===== config.mk =====
export PLATFORM = sky130hd
export DESIGN_NAME = fifo_rd_ctrl
export DESIGN_NICKNAME = d
export VERILOG_FILES = /design/src/rtl/fifo_pkg.sv /design/src/rtl/ptr_sync.sv /design/src/rtl/fifo_rd_ctrl.sv
export SDC_FILE = /design/constraint.sdc
export NUM_CORES = 1
export LEC_CHECK = 0
export CAP_MARGIN = 0
export CELL_PAD_IN_SITES_DETAIL_PLACEMENT = 1
export CELL_PAD_IN_SITES_GLOBAL_PLACEMENT = 1
export CORE_MARGIN = 3
export CORE_UTILIZATION = 40
export CTS_BUF_LIST = sky130_fd_sc_hd__clkbuf_2
export DETAILED_ROUTE_END_ITERATION = 12
export GPL_TIMING_DRIVEN = 0
export HOLD_SLACK_MARGIN = 0.02
export MAX_ROUTING_LAYER = met4
export PLACE_DENSITY = 0.85
export SYNTH_ARGS = -nofsm -noshare
export SYNTH_HDL_FRONTEND = slang
export SYNTH_SLANG_ARGS = --single-unit
export TNS_END_PERCENT = 10

===== constraint.sdc =====
create_clock -name rclk -period 8.11 [get_ports rclk]
set_input_delay 1.2165 -clock rclk [delete_from_list [all_inputs] [get_ports rclk]]
set_output_delay 1.2165 -clock rclk [all_outputs]
set_load 0.02 [all_outputs]

===== src/rtl/fifo_pkg.sv =====
// Shared async-FIFO definitions: pointer-width helpers and the Gray/binary conversions.
package fifo_pkg;

    // Pointer helpers work on a wide container; callers zero-extend in and truncate out.
    localparam int unsigned MAX_PTR_W = 32;

    typedef logic [MAX_PTR_W-1:0] wide_ptr_t;

    typedef enum logic {
        ST_EMPTY    = 1'b0,
        ST_NONEMPTY = 1'b1
    } rd_state_e;

    function automatic wide_ptr_t bin2gray(input wide_ptr_t b);
        return b ^ (b >> 1);
    endfunction

    // Leading zeros from zero-extension leave the low bits unaffected.
    function automatic wide_ptr_t gray2bin(input wide_ptr_t g);
        wide_ptr_t b;
        b[MAX_PTR_W-1] = g[MAX_PTR_W-1];
        for (int i = MAX_PTR_W - 2; i >= 0; i--) begin
            b[i] = b[i+1] ^ g[i];
        end
        return b;
    endfunction

endpackage


===== src/rtl/ptr_sync.sv =====
// Multi-flop vector synchronizer for a Gray-coded pointer crossing clock domains.
module ptr_sync #(
    parameter int unsigned WIDTH  = 7,
    parameter int unsigned STAGES = 2
) (
    input  logic             clk_i,
    input  logic             rst_ni,
    input  logic [WIDTH-1:0] d_i,
    output logic [WIDTH-1:0] q_o
);

    logic [STAGES-1:0][WIDTH-1:0] sync_q;

    always_ff @(posedge clk_i or negedge rst_ni) begin
        if (!rst_ni) begin
            sync_q <= '0;
        end else begin
            sync_q <= {sync_q[STAGES-2:0], d_i};
        end
    end

    assign q_o = sync_q[STAGES-1];

endmodule


===== src/rtl/fifo_rd_ctrl.sv =====
// Read-domain controller of the async FIFO: read pointers, RAM read strobes,
// registered empty/almost-empty/occupancy flags and underflow detection.
module fifo_rd_ctrl
    import fifo_pkg::*;
#(
    parameter int unsigned DATA_WIDTH  = 8,
    parameter int unsigned ADDR_WIDTH  = 6,
    parameter int unsigned SYNC_STAGES = 2,
    parameter int unsigned AE_THRESH   = 4
) (
    input  logic                  rclk,
    input  logic                  rrst_n,
    input  logic                  rd_en,
    input  logic [ADDR_WIDTH:0]   wptr_gray,
    output logic [ADDR_WIDTH:0]   rptr_gray,
    output logic [ADDR_WIDTH-1:0] raddr,
    output logic                  mem_ren,
    output logic                  rd_valid,
    output logic                  empty,
    output logic                  almost_empty,
    output logic [ADDR_WIDTH:0]   rd_count,
    output logic                  underflow
);

    localparam int unsigned PTR_W = ADDR_WIDTH + 1;

    typedef logic [PTR_W-1:0] ptr_t;

    if (SYNC_STAGES < 2 || SYNC_STAGES > 4) begin : g_bad_sync
        $error("fifo_rd_ctrl: SYNC_STAGES must be 2..4");
    end
    if (DATA_WIDTH == 0) begin : g_bad_dw
        $error("fifo_rd_ctrl: DATA_WIDTH must be non-zero");
    end

    ptr_t      wq;
    ptr_t      wq_bin;
    ptr_t      rbin_q,  rbin_d;
    ptr_t      rgray_q, rgray_d;
    ptr_t      count_q, count_d;
    rd_state_e state_q, state_d;
    logic      ae_q, ae_d;
    logic      underflow_q, underflow_d;
    logic      rd_valid_q;
    logic      pop;

    ptr_sync #(
        .WIDTH  (PTR_W),
        .STAGES (SYNC_STAGES)
    ) u_wptr_sync (
        .clk_i  (rclk),
        .rst_ni (rrst_n),
        .d_i    (wptr_gray),
        .q_o    (wq)
    );

    // Next-state pointers and flags; flags derive from next-state values so
    // the last pop asserts empty on the same edge it retires.
    always_comb begin
        pop         = 1'b0;
        wq_bin      = '0;
        rbin_d      = rbin_q;
        rgray_d     = rgray_q;
        count_d     = count_q;
        state_d     = state_q;
        ae_d        = ae_q;
        underflow_d = 1'b0;

        pop         = rd_en & (state_q == ST_NONEMPTY);
        wq_bin      = PTR_W'(gray2bin(MAX_PTR_W'(wq)));
        rbin_d      = rbin_q + PTR_W'(pop);
        rgray_d     = PTR_W'(bin2gray(MAX_PTR_W'(rbin_d)));
        count_d     = wq_bin - rbin_d;
        state_d     = (rgray_d == wq) ? ST_EMPTY : ST_NONEMPTY;
        ae_d        = MAX_PTR_W'(count_d) <= MAX_PTR_W'(AE_THRESH);
        underflow_d = rd_en & (state_q == ST_EMPTY);
    end

    always_ff @(posedge rclk or negedge rrst_n) begin
        if (!rrst_n) begin
            rbin_q      <= '0;
            rgray_q     <= '0;
            count_q     <= '0;
            state_q     <= ST_EMPTY;
            ae_q        <= 1'b1;
            underflow_q <= 1'b0;
            rd_valid_q  <= 1'b0;
        end else begin
            rbin_q      <= rbin_d;
            rgray_q     <= rgray_d;
            count_q     <= count_d;
            state_q     <= state_d;
            ae_q        <= ae_d;
            underflow_q <= underflow_d;
            rd_valid_q  <= pop;
        end
    end

    assign rptr_gray    = rgray_q;
    assign raddr        = rbin_q[ADDR_WIDTH-1:0];
    assign mem_ren      = pop;
    assign rd_valid     = rd_valid_q;
    assign empty        = (state_q == ST_EMPTY);
    assign almost_empty = ae_q;
    assign rd_count     = count_q;
    assign underflow    = underflow_q;

endmodule


==> flow_metrics.py, run 1 <==
metrics = {
    "status": {
        "status": "complete, no violations",
    },
    "synth": {
        "yosys_warnings": 0,
        "synth_top_cell_by_area": "dfrtp_1",
        "yosysSeqAreaShare_pct": 53.74,
        "synth_edf_count": 0,
        "synthCells": 140,
        "synthTopCellsByArea": "dfrtp_1, xnor2_1, xor2_1",
        "syn_area_per_cell_um2": 12.65,
        "synth.most_common_cell": "dfrtp_1",
        "async_flop_share_pct": 100.0,
        "ys_ff_latch": 38,
        "yosysTopAreaCellShare_pct": 52.26,
        "synthesis.area_um2": 1772,
        "syn-num-nets": 157,
        "synth_cell_type_count": 43,
        "synth_common_cells": "dfrtp_1, xnor2_1, xor2_1",
        "ys.flop_type": "dfrtp_1",
    },
    "worst_setup_path": {
        "worstSetupPathDepth": 12,
        "reg2reg_from": "u_wptr_sync.q_o[6]",
        "crit_family": "simple AND/OR/NAND/NOR gates",
        "crit_buf_inv": 2,
        "max_stage_delay_ns": 0.56,
        "end_kind": "flip-flop",
        "worstPathCellList": "clkdlybuf4s50_1 -> and2_1 -> ha_1 -> xor2_1 -> clkinv_1 -> fa_1 -> or4bb_1 -> o211ai_1 -> o21ai_2 -> a2111o_1 -> and3_4 -> nor4bb_4",
        "critPathSlowestCell": "fa_1",
        "cp-startpoint": "rd_en",
        "worst-r2r-cell-count": 13,
        "critical_path_arrival_ns": 4.80,
        "critPathMaxFanout": 8,
        "reg2reg_slack_ns": 3.87,
        "critPathKind": "in2reg",
        "crit_path_start_kind": "input pin",
        "required_ns": 8.45,
        "crit_path_end": "almost_empty",
        "rr_endpoint": "almost_empty",
    },
    "detailed_routing": {
        "wirelength_mm": 3.537,
        "drtIter0Drc": 40,
        "drc": 0,
        "wl_met3_um": 183,
        "viasPerCell": 5.095,
        "met2_length_mm": 1.829,
        "met1_length_mm": 1.446,
        "top_layer_used": "met4",
        "dr_total_vias": 1182,
        "wl_per_cell_um": 15.25,
        "firstDrtPassIters": 2,
        "ant_nets": 0,
    },
    "cells_and_area": {
        "drive_gt1_share_pct": 11.54,
        "final_area_um2": 2240,
        "nFillCells": 466,
        "syn2layout_area_growth_pct": 26.41,
        "final_cells": 232,
        "fin_nets": 198,
        "diodes": 0,
    },
    "timing": {
        "hold_viol_final": 0,
        "fin_crit_sh_pct": 55.05,
        "period_needed_ns": 4.464,
        "slew_violations": 0,
        "fin_setup_tns_ns": 0,
        "rsz0062_at_grt": "no",
        "max_freq_ghz": 0.2240,
        "max_slew.worst_pin.slew_ns": 0.8059,
        "holdWs_ns": 0.3773,
        "setup_violations": 0,
        "skew_ns": 0.02086,
        "slew_headroom_pct": 46.09,
    },
    "hold_path": {
        "min_path_cells": 0,
        "min_path_type": "reg2reg",
    },
    "global_routing": {
        "gr-usage-all-layers_pct": 16.24,
        "first_global_vias": 1335,
        "grt_antenna_before_repair": 0,
        "grt_max_degree": 39,
        "grt-ovfl-total": 0,
        "grt_pass1_wl_mm": 6.237,
    },
    "clocking": {
        "tritoncts": "done",
        "numClockSinks": 38,
        "post_cts_buffers": 0,
        "insertion_delay_ns": 0.40,
        "cts_hold_buf": 0,
        "clkTransAtPathRegs_ns": 0.22,
        "cts_root_buf": "clkbuf_2",
        "htreeDepth": 2,
        "cts.repair.resized": 0,
        "clk_path_buf_depth": 2,
        "cts_made_buffers": 5,
    },
    "placement": {
        "port_buffers": 34,
        "dp_hpwl_mm": 2.697,
        "place_inst": 224,
        "place_congestion": 0.7866,
        "placed_area_um2": 2170,
    },
    "floorplanning": {
        "die_area_um2": 5264,
        "die_w_um": 72.55,
        "num_rows": 23,
        "die_height_um": 72.55,
        "pin_count": 35,
        "start_util_pct": 42.75,
        "core_um2": 4144,
    },
    "pwr": {
        "leakage_nw": 0.9458,
        "power_density_nw_per_um2": 414.5,
        "power_mw": 0.9283,
        "ir_drop_v": 0.0001407,
    },
    "run": {
        "drv_cap": 0,
    },
}
## per-stage QoR
step / util, % / setup slack [ns]
floorplan: - / 3.937
global placement: 52.48 / 3.381
detailed placement: 52.36 / 3.220
CTS: 54.05 / 3.623
global route: 54.05 / 3.454
finish: 54.05 / 3.646
## state kept, by name (all words and copies together), names as in the netlist
signal              flops
state_q                 1
u_wptr_sync.sync_q      7
almost_empty            1
rd_count                7
underflow               1
u_wptr_sync.q_o         7
rd_valid                1
rptr_gray               6
rbin_q                  7
## cell type report
class                           count  area (um2)  area share [%]
Buffer                              1       5.005          0.2235
Clock inverter                      3       45.04           2.011
Inverter                           10       37.54           1.676
Multi-Input combinational cell     91       777.0           34.69
Clock buffer                        5       25.02           1.117
Sequential cell                    38       952.2           42.51
Timing Repair Buffer               34       335.3           14.97
Tap cell                           50       62.56           2.793
## how the worst min path moves through the flow
stage	startpoint	to	slack, ns
after floorplan	u_wptr_sync.sync_q[0]	u_wptr_sync.q_o[0]	0.33
after global placement	u_wptr_sync.sync_q[5]	u_wptr_sync.q_o[5]	0.33
after detailed placement	u_wptr_sync.sync_q[1]	u_wptr_sync.q_o[1]	0.34
after CTS	u_wptr_sync.sync_q[1]	u_wptr_sync.q_o[1]	0.38
after global routing	u_wptr_sync.sync_q[0]	u_wptr_sync.q_o[0]	0.39
final	u_wptr_sync.sync_q[1]	u_wptr_sync.q_o[1]	0.38
## cell families (layout without fill, tap and decap cells)
group,count (synthesis),in the layout,synth area share [%]
AO/OA/AOI/OAI,19,19,8.052
XOR/XNOR,29,29,16.31
adder cells (fa/ha/maj),9,9,6.497
buffers and inverters,11,53,2.401
flip-flops,38,38,53.74
multiplexers,1,1,0.6355
AND/OR/NAND/NOR,33,33,12.36
## power by group
| group | internal (mW) | switching (mW) |
|---|---|---|
| logic | 0.250 | 0.284 |
| clock network | 0.0518 | 0.0676 |
| registers | 0.247 | 0.0278 |
| total | 0.549 | 0.380 |
## routing by layer
layer	up-vias	global-route usage, %
li1	559	-
met1	586	17.45
met2	30	27.56
met3	7	4.709
met4	0	7.377
met5	-	-
## cell usage in the layout (no fill, tap or decap), types with 3 or more instances in the layout
cell and n:
dfrtp_1 37, clkdlybuf4s50_1 33, xnor2_1 18, xor2_1 9, inv_1 8, and2_1 6, ha_1 6, clkbuf_2 5
nor2_1 4, nand4_1 3, or2_2 3, nand2_1 3, and3_1 3, o21ai_0 3
Note: power is estimated with default switching activity, not from simulation.
==> run 2, diff against run 1 <==
==> constraint.sdc (replaced) <==
create_clock -name rclk -period 4.4 [get_ports rclk]
set_input_delay 0.66 -clock rclk [delete_from_list [all_inputs] [get_ports rclk]]
set_output_delay 0.66 -clock rclk [all_outputs]
set_load 0.02 [all_outputs]
==> run 2 against run 1 <==
  * Via count up 0.25%
  * Worst setup slack worse by 3.4 ns
  * Design area up 0.34%
==> flow_metrics.py, run 2 (synthesis results as in run 1) <==
metrics = {
    "status": {
        "status": "complete, no violations",
    },
    "worst_setup_path": {
        "crit_path_start_kind": "flip-flop",
        "critical_path_arrival_ns": 4.45,
        "required_ns": 4.74,
        "worst-r2r-cell-count": 13,
        "critPathMaxFanout": 9,
        "max_stage_delay_ns": 0.61,
        "worstPathCellList": "xor3_2 -> xnor2_4 -> xnor2_2 -> xnor2_1 -> ha_1 -> inv_1 -> fa_1 -> or4bb_1 -> o211ai_1 -> o21ai_2 -> a2111o_1 -> and3_4 -> nor4bb_4",
        "critPathSlowestCell": "xor3_2",
        "end_kind": "flip-flop",
        "critPathKind": "reg2reg",
    },
    "cells_and_area": {
        "final_area_um2": 2247,
        "final_cells": 232,
        "mostFrequentLayoutCells": "dfrtp_1, clkdlybuf4s50_1, xnor2_1",
        "drive_gt1_share_pct": 12.09,
        "nFillCells": 465,
        "final_common_cell": "dfrtp_1",
        "fin_nets": 198,
        "diodes": 0,
        "syn2layout_area_growth_pct": 26.84,
    },
    "timing": {
        "max_freq_ghz": 0.2434,
        "slew_headroom_pct": 46.09,
        "skew_ns": 0.01905,
        "max_slew.worst_pin.slew_ns": 0.8059,
        "slew_violations": 0,
        "period_needed_ns": 4.108,
        "fin_setup_tns_ns": 0,
        "fin_crit_sh_pct": 93.36,
        "setup_violations": 0,
        "hold_viol_final": 0,
        "rsz0062_at_grt": "no",
        "holdWs_ns": 0.3058,
    },
    "clocking": {
        "cts_made_buffers": 5,
        "post_cts_buffers": 0,
        "cts_root_buf": "clkbuf_2",
        "tritoncts": "done",
        "clk_path_buf_depth": 2,
        "htreeDepth": 2,
        "insertion_delay_ns": 0.40,
        "numClockSinks": 38,
        "clkTransAtPathRegs_ns": 0.22,
    },
    "pwr": {
        "p_int_mw": 1.013,
        "clockPowerShare_pct": 12.8,
        "combPwrFrac_pct": 57.6,
        "ir_drop_v": 0.0002593,
        "seq_power_share_pct": 29.5,
        "power_density_nw_per_um2": 762.5,
        "p_switching_mw": 0.7000,
        "leakage_nw": 0.9514,
        "switching_share_pct": 40.86,
    },
    "floorplanning": {
        "core_um2": 4144,
        "num_rows": 23,
        "pin_count": 35,
        "die_height_um": 72.55,
        "start_util_pct": 42.75,
        "die_area_um2": 5264,
        "die_w_um": 72.55,
    },
    "detailed_routing": {
        "drtIter0Drc": 34,
        "wirelength_mm": 3.530,
        "firstDrtPassIters": 2,
        "viasPerCell": 5.108,
        "dr_total_vias": 1185,
        "drc": 0,
        "ant_nets": 0,
        "wl_per_cell_um": 15.22,
    },
    "hold_path": {
        "min_path_type": "in2async",
    },
    "global_routing": {
        "gr-usage-all-layers_pct": 16.24,
        "grt_pass1_wl_mm": 6.237,
        "first_global_vias": 1335,
        "grt_max_degree": 39,
        "grt_antenna_before_repair": 0,
        "grt-ovfl-total": 0,
    },
    "placement": {
        "place_congestion": 0.7866,
        "place_inst": 224,
        "port_buffers": 34,
        "placed_area_um2": 2170,
        "dp_hpwl_mm": 2.697,
    },
    "run": {
        "drv_cap": 0,
    },
}
run 2: path summary, 6_finish.rpt:
| kind | endpoint | start | slack, ns |
|---|---|---|---|
| max | almost_empty | u_wptr_sync.q_o[6] | 0.29 |
| min | rd_count[3] | rrst_n | 0.31 |
| max reg2reg | almost_empty | u_wptr_sync.q_o[6] | 0.29 |
| min reg2reg | u_wptr_sync.q_o[1] | u_wptr_sync.sync_q[1] | 0.38 |
| max in group asynchronous | rbin_q[0] | rrst_n | 3.57 |
| min in group rclk | u_wptr_sync.q_o[1] | u_wptr_sync.sync_q[1] | 0.38 |
run 2: metrics by stage:
stage	worst slack [ns]	power, mW	util [%]
final	0.2920	1.713	54.23
after global routing	0.03302	1.856	54.23
after CTS	0.1051	1.742	54.05
after detailed placement	0.06626	1.503	52.36
after global placement	0.2272	1.465	52.48
after floorplan	0.6120	1.178	-
run 2: final cells by class:
class | count | area, um2 | area share, %
sequential | 38 | 952.2 | 42.37
multi-input combinational | 91 | 784.5 | 34.91
timing repair buffer | 34 | 335.3 | 14.92
tap | 50 | 62.56 | 2.784
clock inverter | 3 | 45.04 | 2.004
inverter | 10 | 37.54 | 1.670
clock buffer | 5 | 25.02 | 1.114
buffer | 1 | 5.005 | 0.2227
run 2: worst max-delay path, delay by kind of cell, from the launching register on:
family,cells,cell delay (ns)
adders and majority gates,2,0.63
DFF,1,0.49
xor gates and xnor gates,4,1.32
buffers and inverters,1,0.07
and+or+nand+nor,3,0.95
AOI/OAI and AO/OA,3,0.59
run 2: layer usage:
metal	vias to the layer above	part of all wire, %	GRT usage (%)
met1	590	41	17.45
li1	558	-	-
met2	30	52	27.56
met3	7	5.1	4.709
met5	-	0	-
met4	0	2.3	7.377
run 2: repair_timing:
| item | in CTS | in global routing |
|---|---|---|
| hold buffers | 0 | 0 |
| gates resized for setup | 0 | 1 |
| endpoints found under the setup margin | 0 | 1 |
run 2: power by group through the flow:
stage / sequential (mW) / combinational, mW / clock (mW)
2_1_floorplan: 0.621 / 0.557 / 0
3_3_place_gp: 0.509 / 0.956 / 0
3_5_place_dp: 0.516 / 0.987 / 0
4_1_cts: 0.508 / 1.00 / 0.230
5_1_grt: 0.520 / 1.09 / 0.248
6_report: 0.506 / 0.987 / 0.220
==> run 3, diff against run 2 <==
--- a/config.mk
+++ b/config.mk
@@ -9,13 +9,12 @@
 export CELL_PAD_IN_SITES_DETAIL_PLACEMENT = 1
 export CELL_PAD_IN_SITES_GLOBAL_PLACEMENT = 1
 export CORE_MARGIN = 3
-export CORE_UTILIZATION = 40
+export CORE_UTILIZATION = 42
 export CTS_BUF_LIST = sky130_fd_sc_hd__clkbuf_2
 export DETAILED_ROUTE_END_ITERATION = 12
-export GPL_TIMING_DRIVEN = 0
 export HOLD_SLACK_MARGIN = 0.02
 export MAX_ROUTING_LAYER = met4
-export PLACE_DENSITY = 0.85
+export PLACE_DENSITY = 0.88
 export SYNTH_ARGS = -nofsm -noshare
 export SYNTH_HDL_FRONTEND = slang
 export SYNTH_SLANG_ARGS = --single-unit
==> run 3 against run 2 <==
  * Power fell by 2.1%
  * Worst setup slack about the same
  * Wire length grew 6.3%
  * Critical path type unchanged
  * Combinational power barely moved
  * Largest power group unchanged
  * Clock skew shrank 0.0013 ns
  * Register-to-register slack is essentially flat
  * Global-route usage grew 1.4 points
  * Sequential share of layout area up 0.50 points
  * Utilization up 3.4 points
  * Hold slack improved by 0.022 ns
==> flow_metrics.py, run 3 (synthesis results as in run 1) <==
metrics = {
    "pwr": {
        "switching_share_pct": 42.34,
        "leakage_nw": 0.9473,
        "seq_power_share_pct": 30.7,
        "combPwrFrac_pct": 60.7,
        "ir_drop_v": 0.0003346,
        "power_mw": 1.677,
        "power_density_nw_per_um2": 755.0,
        "clockPowerShare_pct": 8.6,
        "p_switching_mw": 0.7100,
        "p_int_mw": 0.9668,
    },
    "detailed_routing": {
        "dr_total_vias": 1219,
        "ant_nets": 0,
        "wirelength_mm": 3.754,
        "drc": 0,
        "viasPerCell": 5.277,
        "wl_per_cell_um": 16.25,
        "drtIter0Drc": 26,
        "firstDrtPassIters": 5,
    },
    "cells_and_area": {
        "drive_gt1_share_pct": 10.93,
        "nFillCells": 398,
        "diodes": 0,
        "final_common_cell": "dfrtp_1",
        "fin_nets": 199,
        "mostFrequentLayoutCells": "dfrtp_1, clkdlybuf4s50_1, xnor2_1",
        "syn2layout_area_growth_pct": 25.35,
    },
    "floorplanning": {
        "num_rows": 22,
        "pin_count": 35,
        "core_um2": 3854,
        "die_area_um2": 5034,
        "die_w_um": 70.95,
        "die_height_um": 70.95,
        "start_util_pct": 45.97,
    },
    "placement": {
        "place_congestion": 0.8324,
        "dp_hpwl_mm": 3.013,
        "port_buffers": 34,
    },
    "timing": {
        "setup_violations": 0,
        "max_freq_ghz": 0.2434,
        "slew_headroom_pct": 42.46,
        "period_needed_ns": 4.108,
        "hold_viol_final": 0,
        "max_slew.worst_pin.slew_ns": 0.8601,
        "slew_violations": 0,
        "skew_ns": 0.01777,
        "fin_setup_tns_ns": 0,
        "rsz0062_at_grt": "no",
        "fin_crit_sh_pct": 93.37,
    },
    "global_routing": {
        "first_global_vias": 1368,
        "grt_max_degree": 39,
        "grt_antenna_before_repair": 0,
        "gr-usage-all-layers_pct": 17.62,
        "grt_pass1_wl_mm": 6.603,
        "grt-ovfl-total": 0,
    },
    "worst_setup_path": {
        "critical_path_arrival_ns": 4.44,
        "end_kind": "flip-flop",
        "reg2reg_slack_ns": 0.29,
        "cp-startpoint": "u_wptr_sync.q_o[6]",
        "required_ns": 4.73,
        "crit_path_start_kind": "flip-flop",
        "critPathKind": "reg2reg",
        "reg2reg_from": "u_wptr_sync.q_o[6]",
        "rr_endpoint": "almost_empty",
        "critPathMaxFanout": 9,
        "worst-r2r-cell-count": 13,
    },
    "hold_path": {
        "min_path_type": "in2async",
    },
    "clocking": {
        "insertion_delay_ns": 0.40,
        "numClockSinks": 38,
        "clk_path_buf_depth": 2,
        "clkTransAtPathRegs_ns": 0.19,
        "cts_root_buf": "clkbuf_2",
        "cts_made_buffers": 5,
        "tritoncts": "done",
        "post_cts_buffers": 0,
        "htreeDepth": 2,
    },
    "status": {
        "status": "complete, no violations",
    },
    "run": {
        "drv_cap": 0,
    },
}
run 3: cell types whose count changed in the layout (fill, tap and decap cells not counted):
cell / previous run / this run
clkinvlp_4: 2 / 0
buf_4: 0 / 2
buf_2: 2 / 1
clkinv_1: 2 / 5
bufinv_16: 1 / 0
run 3: metrics by stage:
stage / area, um2 / std cells / util (%) / setup WS (ns) / hold WS, ns
final: 2221 / 231 / 57.63 / 0.2918 / 0.3282
after global routing: 2221 / 231 / 57.63 / 0.1037 / 0.3645
after CTS: 2213 / 231 / 57.44 / 0.1744 / 0.3490
after detailed placement: 2177 / 223 / 56.49 / 0.2204 / 0.3371
after global placement: 2177 / 223 / 56.49 / 0.4019 / 0.3339
after floorplan: 1772 / 140 / - / 0.6120 / 0.3312
run 3: final cells by class:
cell class,count,area (um2),share of cell area [%]
repair buffers,36,350.3,15.77
inverters,10,37.54,1.690
flip-flops and latches,38,952.2,42.87
multi-input cells,91,784.5,35.32
well taps,48,60.06,2.704
clock buffers,5,25.02,1.127
clock inverters,3,11.26,0.5070
run 3: critical path: stages, from the launching register on:
cell,delay (ns)
dfrtp_1,0.48
xor3_2,0.61
xnor2_4,0.32
xnor2_2,0.20
xnor2_1,0.16
ha_1,0.17
inv_1,0.06
fa_1,0.44
or4bb_1,0.49
o211ai_1,0.14
o21ai_2,0.12
a2111o_1,0.38
and3_4,0.20
nor4bb_4,0.26
run 3: repair_timing:
item / in CTS / in global routing
hold buffers: 0 / 0
endpoints found under the setup margin: 0 / 1
gates resized for setup: 0 / 1
run 3: power groups by stage:
stage / logic [mW] / clock network [mW] / registers (mW)
after floorplan: 0.557 / 0 / 0.621
after global placement: 0.968 / 0 / 0.519
after detailed placement: 1.02 / 0 / 0.526
after CTS: 1.03 / 0.150 / 0.518
after global routing: 1.11 / 0.168 / 0.530
final: 1.02 / 0.144 / 0.516
run 3: worst max-delay path by stage:
stage,slack (ns),endpoint,depth (start not counted)
after global placement,0.40,almost_empty,12
after floorplan,0.61,almost_empty,13
final,0.29,almost_empty,13
after global routing,0.10,almost_empty,13
after detailed placement,0.22,almost_empty,13
after CTS,0.17,almost_empty,13
run 3: layer usage:
layer	up-vias	global-route usage, %	wire [um]
li1	564	-	-
met3	9	4.830	169
met5	-	-	0
met2	28	29.76	2011
met4	0	8.559	82
met1	618	19.03	1490
==> RTL change 1 (flow settings as in run 3) <==
Change the parameter `ADDR_WIDTH` from 6 to 4.
--- a/src/rtl/fifo_rd_ctrl.sv
+++ b/src/rtl/fifo_rd_ctrl.sv
@@ -4,7 +4,7 @@
     import fifo_pkg::*;
 #(
     parameter int unsigned DATA_WIDTH  = 8,
-    parameter int unsigned ADDR_WIDTH  = 6,
+    parameter int unsigned ADDR_WIDTH  = 4,
     parameter int unsigned SYNC_STAGES = 2,
     parameter int unsigned AE_THRESH   = 4
 ) (
Interface: changed (resized raddr, rd_count, rptr_gray and wptr_gray); port bits go from 35 to 27. No check against the original RTL was run, so the function may have changed too.
==> RTL change 1 against run 3 <==
Cell area is 33% lower. Clock power increased by 7%. Synthesized cell count fell by 44%. Wire length fell by 41%. Hold slack gained 0.067 ns. Area after synthesis shrank 35%. Sequential share of layout area increased by 4.0 points. Fmax grew 46%. Clock skew is 0.014 ns lower. Critical path depth decreased by 4. Sequential cell count decreased by 10. Total power decreased by 24%. Sequential power is 23% lower. Setup slack gained 1.3 ns.
==> RTL change 1: results (changes against run 3) <==
metric;value;unit;change
drt_iter0_drc;16;;was 26
htreeDepth;1;;was 2
crit_path_top_delay_cell;fa_1;;was xor3_2
cts_buffers;3;;was 5
place.gp.congestion;0.742;;was 0.832
wl_per_cell;15.9;um;was 16.3 um
synth_cells;79;;was 140
syn_nets;94;;was 157
critPathArrivalTime;3.11;ns;was 4.44 ns
drive_gt1_share;10.0;%;was 10.9%
status;completed;;unchanged
total_leakage_power;0.684;nW;was 0.947 nW
ys_warn_count;0;;unchanged
hold_depth;0;;
synth_cell_types;22;;was 43
dpl.hpwl;1790;um;was 3010 um
fin_cells;140;;was 231
rr_worst_depth;9;;was 13
cts_root_buffer;clkbuf_2;;unchanged
hp-class;flip-flop to flip-flop;;was primary input to async pin
whs;0.395;ns;was 0.328 ns
grt_pass1_vias;809;;was 1368
async_flop_share;100;%;unchanged
grt.total_usage;15.9;%;was 17.6%
layout_min_cycle_time;2.81;ns;was 4.11 ns
firstDrtPassIters;3;;was 5
yosysSeqAreaShare;61.1;%;was 53.7%
clkTransAtPathRegs;0.25;ns;was 0.19 ns
holdPathEnd;u_wptr_sync.q_o[3];;
routed_via_density;4.81;;was 5.28
diodes;0;;unchanged
crit_path_max_incr_delay;0.48;ns;was 0.61 ns
cts_buffer_depth;2;;unchanged
hp-start;u_wptr_sync.sync_q[3];;
synthTopCellsByArea;dfrtp_1 59%, xor2_1 8.4%, ha_1 6.5%, xnor2_1 4.6%, inv_1 3.3%;;was dfrtp_1 52%, xnor2_1 8.9%, xor2_1 4.4%, ha_1 4.2%, and2_1 2.1%
slew_headroom;75.9;%;was 42.5%
ff2ff_setup_slack;1.59;ns;was 0.29 ns
finalNetCount;126;;was 199
rr_startpoint;u_wptr_sync.q_o[2];;was u_wptr_sync.q_o[6]
grt_max_degree;29;;was 39
clock_skew;0.00364;ns;was 0.0178 ns
insertion_delay;0.36;ns;was 0.40 ns
grt_pass1_wl;3820;um;was 6600 um
synthTopCellsByCount;27 x dfrtp_1, 11 x xor2_1, 10 x inv_1;;was 37 x dfrtp_1, 18 x xnor2_1, 9 x xor2_1
dpl_cell_area;1450;um2;was 2180 um2
ir_drop;0.492;mV;was 0.335 mV
cp_max_fo;3;;was 9
portBuffers;26;;was 34
place_ws;1.21;ns;was 0.220 ns
internal_power;0.752;mW;was 0.967 mW
r2r-end;almost_empty;;unchanged
==> RTL change 1: changes by cell type after synthesis, moves of 3 or more <==
cell,change
and2_1,-5
dfrtp_1,-10
xnor2_1,-12
nor2_1,-4
o21ai_0,-3
or2_2,-3
and3_1,-3
nand4_1,-3
==> RTL change 1: worst max-delay path by stage <==
stage,endpoint,startpoint
after global placement,state_q,rd_en
final,almost_empty,u_wptr_sync.q_o[2]
after floorplan,state_q,rd_en
after global routing,almost_empty,u_wptr_sync.q_o[3]
after detailed placement,almost_empty,rd_en
after CTS,almost_empty,u_wptr_sync.q_o[2]
==> RTL change 1: cell type report <==
class                      count  area [um2]
sequential                    28         702
clock inverter                 1        30.0
clock buffer                   3        15.0
tap                           30        37.5
inverter                      10        37.5
multi-input combinational     41         409
fill                         261        1050
timing repair buffer          27         268
==> RTL change 1: layer usage <==
metal / wire, um / part of all wire, % / GRT usage (%) / vias to the layer above
met3: 120 / 5.4 / 3.51 / 4
met5: 0 / 0 / - / -
li1: - / - / - / 310
met4: 36 / 1.6 / 6.95 / 0
met1: 829 / 37 / 16.1 / 334
met2: 1250 / 56 / 29.0 / 25
==> RTL change 1: power groups by stage <==
stage               Clock, mW  Sequential [mW]  Combinational, mW
floorplan                   0            0.491              0.375
global placement            0            0.398              0.697
detailed placement          0            0.407              0.732
CTS                     0.159            0.401              0.736
global route            0.172            0.412              0.785
finish                  0.154            0.399              0.721
==> RTL change 1: cell families (layout without fill, tap and decap cells) <==
logic type / count (synthesis) / after routing / share of synthesized area (%)
flip-flops: 28 / 28 / 61.1
XOR/XNOR: 20 / 20 / 18.7
buffers and inverters: 10 / 41 / 3.27
AND/OR/NAND/NOR: 8 / 8 / 4.25
adder cells (fa/ha/maj): 7 / 7 / 8.28
AO/OA/AOI/OAI: 6 / 6 / 4.36
==> RTL change 2 (flow settings as in run 3) <==
Made on the original files. Remove the register `underflow_q`: a continuous assignment takes its place, so the output `underflow` follows one clock earlier.
--- a/src/rtl/fifo_rd_ctrl.sv
+++ b/src/rtl/fifo_rd_ctrl.sv
@@ -83,7 +83,6 @@
             count_q     <= '0;
             state_q     <= ST_EMPTY;
             ae_q        <= 1'b1;
-            underflow_q <= 1'b0;
             rd_valid_q  <= 1'b0;
         end else begin
             rbin_q      <= rbin_d;
@@ -91,10 +90,11 @@
             count_q     <= count_d;
             state_q     <= state_d;
             ae_q        <= ae_d;
-            underflow_q <= underflow_d;
             rd_valid_q  <= pop;
         end
     end
+
+    assign underflow_q = underflow_d;
 
     assign rptr_gray    = rgray_q;
     assign raddr        = rbin_q[ADDR_WIDTH-1:0];
Behaviour: not the same (a bounded check fails within 4 cycles, from zero or initial values and one cycle with rrst_n low).
==> RTL change 2 against run 3 <==
Core utilization is 1.0 points higher. Wire length up 7.5%. Setup slack improved by 0.034 ns. Area after synthesis fell by 1.4%. Cell area increased by 1.0%. Sequential cell count shrank 1. Fmax up 0.84%. Non-clock buffer count grew 1. Total power rose by 4.3%. Cell count unchanged. Critical path type unchanged.
==> RTL change 2: results (changes against run 3) <==
metric;value;unit;change
status;completed;;unchanged
finalNetCount;199;;unchanged
yosysSeqAreaShare;53.1;%;was 53.7%
drt_iter0_drc;44;;was 26
ff2ff_setup_slack;0.33;ns;was 0.29 ns
grt_pass1_vias;1383;;was 1368
firstDrtPassIters;5;;unchanged
crit_end;almost_empty;;unchanged
synthTopCellsByArea;dfrtp_1 52%, xnor2_1 9.0%, xor2_1 4.5%, ha_1 4.3%, and2_1 2.1%;;was dfrtp_1 52%, xnor2_1 8.9%, xor2_1 4.4%, ha_1 4.2%, and2_1 2.1%
diodes;0;;unchanged
total_leakage_power;0.952;nW;was 0.947 nW
post_cts.repair.setup_buffers;0;;unchanged
hp-class;flip-flop to flip-flop;;was primary input to async pin
ff_latch_area;927;um2;was 952 um2
place.gp.congestion;0.780;;was 0.832
synth.top_cell.area_share;51.6;%;was 52.3%
dpl.hpwl;2930;um;was 3010 um
dpl_cell_area;2160;um2;was 2180 um2
fin_cells;231;;unchanged
synth_cell_types;43;;unchanged
fill_cells;396;;was 398
grt.total_usage;18.0;%;was 17.6%
vias;1231;;was 1219
crit_path_top_delay_cell;xor3_2;;unchanged
rr_startpoint;u_wptr_sync.q_o[6];;unchanged
setup_viol;0;;unchanged
portBuffers;34;;unchanged
worst_pin_slew;0.888;ns;was 0.860 ns
insertion_delay;0.37;ns;was 0.40 ns
clock_skew;0.0193;ns;was 0.0178 ns
wl;4040;um;was 3750 um
ys.flop_type;dfrtp_1;;unchanged
ir_drop;0.323;mV;was 0.335 mV
synthTopCellsByCount;36 x dfrtp_1, 18 x xnor2_1, 9 x xor2_1;;was 37 x dfrtp_1, 18 x xnor2_1, 9 x xor2_1
drive_gt1_share;12.6;%;was 10.9%
rr_worst_depth;13;;unchanged
antenna_found_initial;0;;unchanged
grt_pass1_wl;6780;um;was 6600 um
area_delta_synth_final;28.4;%;was 25.4%
ys_warn_count;0;;unchanged
synth_cells;139;;was 140
cts_buffers;5;;unchanged
syn_nets;156;;was 157
async_flop_share;100;%;unchanged
critPathArrivalTime;4.38;ns;was 4.44 ns
grt_max_degree;38;;was 39
-- RTL change 2: layer usage --
layer / share of wire (%) / GRT usage, %
met5: 0 / -
met4: 2.1 / 7.66
met3: 3.9 / 3.60
met2: 55 / 31.6
met1: 39 / 19.7
-- RTL change 2: final cells by class --
cell class | count | share of cell area [%]
well taps | 48 | 2.68
multi-input cells | 91 | 35.0
inverters | 10 | 1.67
repair buffers | 37 | 16.2
flip-flops and latches | 37 | 41.3
clock buffers | 5 | 1.12
clock inverters | 3 | 2.06
-- RTL change 2: power breakdown --
group | total, mW | switching (mW) | leakage (nW) | internal [mW]
Clock | 0.213 | 0.116 | 0.0392 | 0.0969
Combinational | 1.03 | 0.548 | 0.477 | 0.480
Sequential | 0.509 | 0.0637 | 0.436 | 0.445
Total | 1.75 | 0.728 | 0.952 | 1.02
-- RTL change 2: kinds of logic after synthesis --
group,Yosys count,share of synthesized area [%]
DFF,37,53.1
and+or+nand+nor,33,12.5
xor gates and xnor gates,29,16.5
AOI/OAI and AO/OA,19,8.17
buffers and inverters,11,2.44
adders and majority gates,9,6.59
muxes,1,0.645
-- RTL change 2: what timing repair did --
action,in CTS,in global routing
gates resized for setup,0,1
endpoints found under the setup margin,0,1
hold buffers,0,0
-- RTL change 2: worst min path at each step --
stage,start,endpoint,slack [ns],cells after the start
after floorplan,u_wptr_sync.sync_q[0],u_wptr_sync.q_o[0],0.33,0
after global placement,u_wptr_sync.sync_q[3],u_wptr_sync.q_o[3],0.33,0
after detailed placement,u_wptr_sync.sync_q[2],u_wptr_sync.q_o[2],0.34,0
after CTS,u_wptr_sync.sync_q[0],u_wptr_sync.q_o[0],0.38,0
after global routing,u_wptr_sync.sync_q[0],u_wptr_sync.q_o[0],0.39,0
final,u_wptr_sync.sync_q[0],u_wptr_sync.q_o[0],0.37,0
-- RTL change 2: metrics by stage --
stage	hold WS [ns]	setup slack [ns]
after floorplan	0.331	0.612
after global placement	0.332	0.394
after detailed placement	0.336	0.246
after CTS	0.377	0.195
after global routing	0.394	0.0997
final	0.372	0.326
-- RTL change 2: worst max-delay path, delay by kind of cell, from the launching register on --
family / cells / cell delay, ns
compound gates: 3 / 0.62
fa+ha+maj: 2 / 0.58
simple gates: 3 / 0.98
xor+xnor: 4 / 1.28
flops: 1 / 0.49
buf+inv: 1 / 0.06
